$ cat src/rtl/control_sequencer.sv
// Microcode control unit: steps T0..T4, decodes opcode and flags into the 16-bit bus control word.
// Optional macro SEQ_EARLY_END_EN ends each instruction after its last non-empty step.
module control_sequencer #(
   parameter int STEPS = 5
) (
   input  logic        clk,
   input  logic        clear,
   input  logic [3:0]  opcode,
   input  logic        carry,
   input  logic        zero,
   output logic [15:0] ctrl,
   output logic [2:0]  step,
   output logic        halted
);

   localparam logic [15:0] HLT = 16'h8000;
   localparam logic [15:0] MI  = 16'h4000;
   localparam logic [15:0] RI  = 16'h2000;
   localparam logic [15:0] RO  = 16'h1000;
   localparam logic [15:0] IO  = 16'h0800;
   localparam logic [15:0] II  = 16'h0400;
   localparam logic [15:0] AI  = 16'h0200;
   localparam logic [15:0] AO  = 16'h0100;
   localparam logic [15:0] EO  = 16'h0080;
   localparam logic [15:0] SU  = 16'h0040;
   localparam logic [15:0] BI  = 16'h0020;
   localparam logic [15:0] OI  = 16'h0010;
   localparam logic [15:0] CE  = 16'h0008;
   localparam logic [15:0] CO  = 16'h0004;
   localparam logic [15:0] J   = 16'h0002;
   localparam logic [15:0] FI  = 16'h0001;

   logic [2:0]  step_q, step_d;
   logic        halted_q, halted_d;
   logic [15:0] word_s;
   logic [2:0]  len_s;
   logic        last_s;

   // Microcode decode of the current step into a raw control word.
   always_comb begin
      word_s = 16'h0000;
      case (step_q)
         3'd0: word_s = CO | MI;
         3'd1: word_s = RO | II | CE;
         3'd2: begin
            case (opcode)
               4'h1, 4'h2, 4'h3, 4'h4: word_s = IO | MI;
               4'h5: word_s = IO | AI;
               4'h6: word_s = IO | J;
               4'h7: word_s = carry ? (IO | J) : 16'h0000;
               4'h8: word_s = zero ? (IO | J) : 16'h0000;
               4'hE: word_s = AO | OI;
               4'hF: word_s = HLT;
               default: word_s = 16'h0000;
            endcase
         end
         3'd3: begin
            case (opcode)
               4'h1: word_s = RO | AI;
               4'h2: word_s = RO | BI;
               4'h3: word_s = RO | BI | SU;
               4'h4: word_s = AO | RI;
               default: word_s = 16'h0000;
            endcase
         end
         3'd4: begin
            case (opcode)
               4'h2: word_s = EO | AI | FI;
               4'h3: word_s = EO | AI | FI | SU;
               default: word_s = 16'h0000;
            endcase
         end
         default: word_s = 16'h0000;
      endcase
   end

   // Number of steps the current instruction occupies.
   always_comb begin
      len_s = 3'd2;
      case (opcode)
         4'h1, 4'h4:             len_s = 3'd4;
         4'h2, 4'h3:             len_s = 3'd5;
         4'h5, 4'h6, 4'hE, 4'hF: len_s = 3'd3;
         4'h7:                   len_s = carry ? 3'd3 : 3'd2;
         4'h8:                   len_s = zero ? 3'd3 : 3'd2;
         default:                len_s = 3'd2;
      endcase
   end

`ifdef SEQ_EARLY_END_EN
   assign last_s = (step_q == (len_s - 3'd1)) || (step_q == 3'(STEPS - 1));
`else
   assign last_s = (step_q == 3'(STEPS - 1));
`endif

   // Output gating: clear blanks the bus, halt leaves only the hlt strobe.
   always_comb begin
      ctrl = 16'h0000;
      if (clear) begin
         ctrl = 16'h0000;
      end else if (halted_q) begin
         ctrl = HLT;
      end else begin
         ctrl = word_s;
      end
   end

   // Next-state: a halting step freezes the counter where it is.
   always_comb begin
      step_d   = step_q;
      halted_d = halted_q;
      if (clear) begin
         step_d   = 3'd0;
         halted_d = 1'b0;
      end else if (halted_q) begin
         step_d   = step_q;
         halted_d = 1'b1;
      end else if (ctrl[15]) begin
         step_d   = step_q;
         halted_d = 1'b1;
      end else if (last_s) begin
         step_d   = 3'd0;
         halted_d = 1'b0;
      end else begin
         step_d   = step_q + 3'd1;
         halted_d = 1'b0;
      end
   end

   // State register.
   always_ff @(posedge clk) begin
      step_q   <= step_d;
      halted_q <= halted_d;
   end

   assign step   = step_q;
   assign halted = halted_q;

endmodule

$ cat config.mk
export PLATFORM = sky130hd
export DESIGN_NAME = control_sequencer
export DESIGN_NICKNAME = d
export VERILOG_FILES = /design/src/rtl/control_sequencer.sv
export SDC_FILE = /design/constraint.sdc
export NUM_CORES = 1
export LEC_CHECK = 0
export ABC_CLOCK_PERIOD_IN_PS = 1850
export CAP_MARGIN = 30
export CORE_MARGIN = 5
export CORE_UTILIZATION = 30
export DETAILED_ROUTE_END_ITERATION = 12
export DONT_BUFFER_PORTS = 1
export GPL_TIMING_DRIVEN = 0
export HOLD_SLACK_MARGIN = 0.05
export PLACE_DENSITY_LB_ADDON = 0.05
export SLEW_MARGIN = 40
export SYNTH_ARGS = -nofsm -noshare
export SYNTH_HDL_FRONTEND = slang
export SYNTH_SLANG_ARGS = --single-unit
$ cat constraint.sdc
create_clock -name clk -period 1.85 [get_ports clk]
set_input_delay 0.37 -clock clk [delete_from_list [all_inputs] [get_ports clk]]
set_output_delay 0.37 -clock clk [all_outputs]
set_load 0.01 [all_outputs]
* Yosys cells after proc, flatten, opt, wreduce, memory -nomap -nowiden
Index checks and enable logic that the tools add are counted.
** Word-level totals
- Flip-flop bits (word level) :: 4
- Output and inout port bits :: 20
- Logic and storage cells :: 33
** Cells by class
- $add $sub $neg :: 1
- Equality and inequality tests :: 14
- Mux-type cells :: 11
- Bitwise gates (word level) :: 2
- Reductions and logical operators :: 3
** Operators with widths (count)
- $pmux 16 s7 :: 1
- $pmux 16 s5 :: 1
- $pmux 14 s4 :: 1
- $mux 16 :: 2
- $mux 12 :: 2
- $pmux 10 s2 :: 1
- $eq 4x3->1 const B :: 4
- $eq 4x4->1 const B :: 3
- $eq 4x2->1 const B :: 2
- $eq 3x2->1 const B :: 2
- $eq 4x1->1 const B :: 1
- $reduce_or 4->1 :: 1
- $add 3x1->3 const B :: 1
- $eq 3x1->1 const B :: 1
- $eq 3x3->1 const B :: 1
- $logic_not 3->1 :: 1
- $mux 3 :: 1
- $mux 1 :: 2
- $not 1->1 :: 2
- $reduce_and 2->1 :: 1

* Depth between registers and ports, before layout
- Word-level depth :: 8
- Depth in mapped cells :: 5
- Depth with buffers taken out :: 5

* Worst setup path after synthesis
Ideal clock, no wire load.
- Path type :: register to output
- From :: register step_q[0] (netlist: step[0])
- To :: output port ctrl[13]
- Arrival time :: 1.597 ns
- Required time :: 1.480 ns
- Slack :: -0.117 ns
- Stages on the path, launching flop included :: 5
- Path buffers :: 0
- Cell sequence :: dfxtp_1 -> ha_1 -> ha_1 -> or3b_1 -> nor4_1
** On the way
- Word-level cells in the longest chain between the ends :: 4
** Ends and longest elaborated chain
- start: declaration :: line 33 : logic [2:0] step_q, step_d;
- start signal: assignment :: line 132 : step_q <= step_d;
- $eq 3x3->1, or another cell as far along :: line 42 : case (step_q)
- $pmux 16 s5 (*) :: line 42
- $mux 16 (*) :: line 101 : end else if (halted_q) begin
- $mux 16 (*) :: line 99 : if (clear) begin
- end: declaration :: line 11 : output logic [15:0] ctrl,
Every way passes the cells marked *; elsewhere a longest branch is shown, timed or not.

* Final worst setup path
- From :: register step_q[0] (netlist: step[0])
- To :: output port ctrl[8]
Same word-level chain as after synthesis.

==> flow_metrics.py <==
metrics = {
    "cts": {
        "cts.htree.levels": 1,
        "cts.sinks": 4,
        "cts_tree": "yes",
        "path_clk_slew_ns": 0.03,
        "clk_latency_ns": 0.24,
        "cts_inserted_buffers": 3,
        "root_buffer": "clkbuf_4",
        "clock_path_buffers": 2,
    },
    "placed_design": {
        "post_dp_cell_area_um2": 613.1,
        "io_buffer_count": 0,
        "gp_congestion": 0.7695,
        "dpl.hpwl_um": 1229,
    },
    "synthesis": {
        "async_flop_share": 0,
        "synth_edf_count": 0,
        "ys_warn_count": 0,
        "synth_top_area_frac": 0.1397,
        "synthTopCellsByCount": "nand2_1, nor2_1, a21oi_1, ha_1",
        "synth_seq_area_share": 0.1397,
        "syn_area_um2": 573.1,
        "synth_top_area_cell": "dfxtp_1",
        "ys.flop_type": "dfxtp_1",
        "ys_types": 37,
        "synth_nets": 91,
        "netlist_top_cells_area": "dfxtp_1, ha_1, nand2_1",
        "synthesis.instances": 78,
        "avgSynthCellArea_um2": 7.347,
        "ys_ff_latch": 4,
    },
    "detailed_routing": {
        "dr.pass1.iters": 4,
        "drtIter0Drc": 6,
        "routed_via_density": 5.330,
        "route.detailed.drc": 0,
        "routed_wl_um": 1662,
        "postRouteAntennaNets": 0,
        "wire_per_inst_um": 14.84,
        "dr_total_vias": 597,
    },
    "timing": {
        "post-route-min-period_ns": 2.043,
        "finalClockSkew_ns": 0.004866,
        "worst_hold_slack_ns": 0.3078,
        "rsz0062_at_grt": "yes",
        "finalCritPeriodShare": 1.104,
        "final.setup.worst_slack_ns": -0.1932,
        "final_hold_viol_count": 0,
        "worst_pin_slew_ns": 0.6485,
        "setup_viol": 10,
        "fmax_mhz": 489.4,
        "finalSetupTns_ns": -1.065,
        "maxSlewHeadroom": 0.5676,
        "drv_slew": 0,
    },
    "die": {
        "rows": 15,
        "die_h_um": 53.71,
        "fp.dieArea_um2": 2884,
        "start_util": 0.3248,
        "ios": 28,
        "core_um2": 1764,
        "die_x_um": 53.71,
    },
    "min_path": {
        "hold_end": "step[0]$_SDFFE_PP0P_",
        "hp-class": "in2reg",
        "hold_depth": 2,
        "min_from": "clear",
    },
    "layout": {
        "area_growth_pct": 46.07,
        "final_util": 0.4745,
        "nets": 102,
        "postLayoutCellArea_um2": 837.1,
        "drive_above_1_share": 0.4598,
        "num_antenna_cells": 0,
    },
    "global_route": {
        "grt_pass1_vias": 565,
        "antenna_found_initial": 0,
        "globalRoute.totalOverflow": 0,
        "grt_pass1_wl_um": 2725,
        "grt_max_degree": 11,
        "grt_use_total": 0.1278,
    },
    "critical_path": {
        "critical_path_class": "reg2out",
        "reg2reg_depth": 7,
        "crit_fanout": 6,
        "required_ns": 1.48,
        "reg2reg_slack_ns": 0.30,
        "arrival_ns": 1.67,
        "r2r-start": "step[0]$_SDFFE_PP0P_",
        "r2r_end": "step[0]$_SDFFE_PP0P_",
        "start_kind": "flip-flop",
        "cp-end-kind": "output port",
    },
    "power_and_ir_drop": {
        "leakagePower_nw": 0.2911,
        "power.total_mw": 0.4206,
        "p_int_mw": 0.2506,
        "ir_drop_mv": 0.3987,
        "power_frac_comb": 0.448,
        "switching_share": 0.4044,
        "clockPowerShare": 0.259,
        "power_density_nw_per_um2": 502.5,
        "seqPwrFrac": 0.293,
        "p_sw_mw": 0.1701,
    },
    "run": {
        "maxCapViolCount": 0,
    },
    "status": {
        "status": "finished, violations left",
        "violations": "negative setup slack",
    },
}
## per-stage QoR
step | std cells | setup slack (ns)
2_1_floorplan | 78 | 0.008098
3_3_place_gp | 103 | -0.1590
3_5_place_dp | 103 | -0.1622
4_1_cts | 111 | -0.2086
5_1_grt | 112 | -0.2526
6_report | 112 | -0.1932
## power by group through the flow
stage	registers [mW]	clock network, mW	logic [mW]
6_report	0.123	0.109	0.189
5_1_grt	0.125	0.126	0.211
4_1_cts	0.122	0.115	0.181
3_5_place_dp	0.118	0	0.141
3_3_place_gp	0.118	0	0.140
2_1_floorplan	0.114	0	0.115
## sequential cells by signal, indices dropped and copies added (netlist names)
signal,count
halted,1
step,3
## repair_timing
item / CTS / global route
setup endpoints to repair: 14 / 13
hold buffers: 0 / 0
pin swaps: 6 / 5
resized for setup: 28 / 5
buffers inserted: 5 / 1
## per-layer routing
metal,global-route usage,up-vias,part of all wire
met5,0,-,0
met4,0.02553,0,0
met3,0.07479,0,0.12
met2,0.1734,21,0.41
met1,0.1719,276,0.47
li1,-,300,-
## worst max-delay path by stage
stage / to / slack (ns) / cells after the start / start
after floorplan: ctrl[8] / 0.008 / 5 / step[0]$_SDFFE_PP0P_
after global placement: ctrl[7] / -0.16 / 5 / opcode[2]
after detailed placement: ctrl[7] / -0.16 / 5 / opcode[2]
after CTS: ctrl[8] / -0.21 / 5 / step[0]$_SDFFE_PP0P_
after global routing: ctrl[8] / -0.25 / 5 / step[0]$_SDFFE_PP0P_
final: ctrl[8] / -0.19 / 5 / step[0]$_SDFFE_PP0P_
## placed cells by master (no fill, tap or decap), types with 2 or more instances in the layout
master and count:
ha_4 3, buf_6 2, nor2_1 5, mux2i_1 2, a21oi_2 4, nor2b_1 2, nor2_4 2, clkbuf_1 4
dfxtp_4 2, ha_1 2, nor4_4 2, clkbuf_4 3, nand2b_1 4, nand2_1 7, inv_2 2, o211ai_1 2
buf_4 7, nor3_1 2, or3_1 2
## cell type report
type / instances / area [um^2]
plain buffers: 8 / 46.29
clock buffers: 3 / 22.52
fillers: 198 / 927.1
inverters: 3 / 11.26
multi-input cells: 63 / 588.1
flip-flops and latches: 4 / 88.84
well taps: 25 / 31.28
repair buffers: 6 / 48.80
## cells by family (layout without fill, tap and decap cells)
family	Yosys count	count (layout)	share of synthesized area
flip-flops	4	4	0.1397
AND/OR/NAND/NOR	41	41	0.4345
buffers and inverters	11	20	0.1004
multiplexers	2	2	0.03494
adder cells (fa/ha/maj)	5	5	0.1092
AO/OA/AOI/OAI	15	15	0.1812
## critical path, stage by stage (launching register included)
cell and delay (ns):
dfxtp_4 0.37, inv_2 0.08, ha_4 0.13, or4b_4 0.51, o22ai_2 0.13, and3b_2 0.22
(Power assumes the default switching activity.)
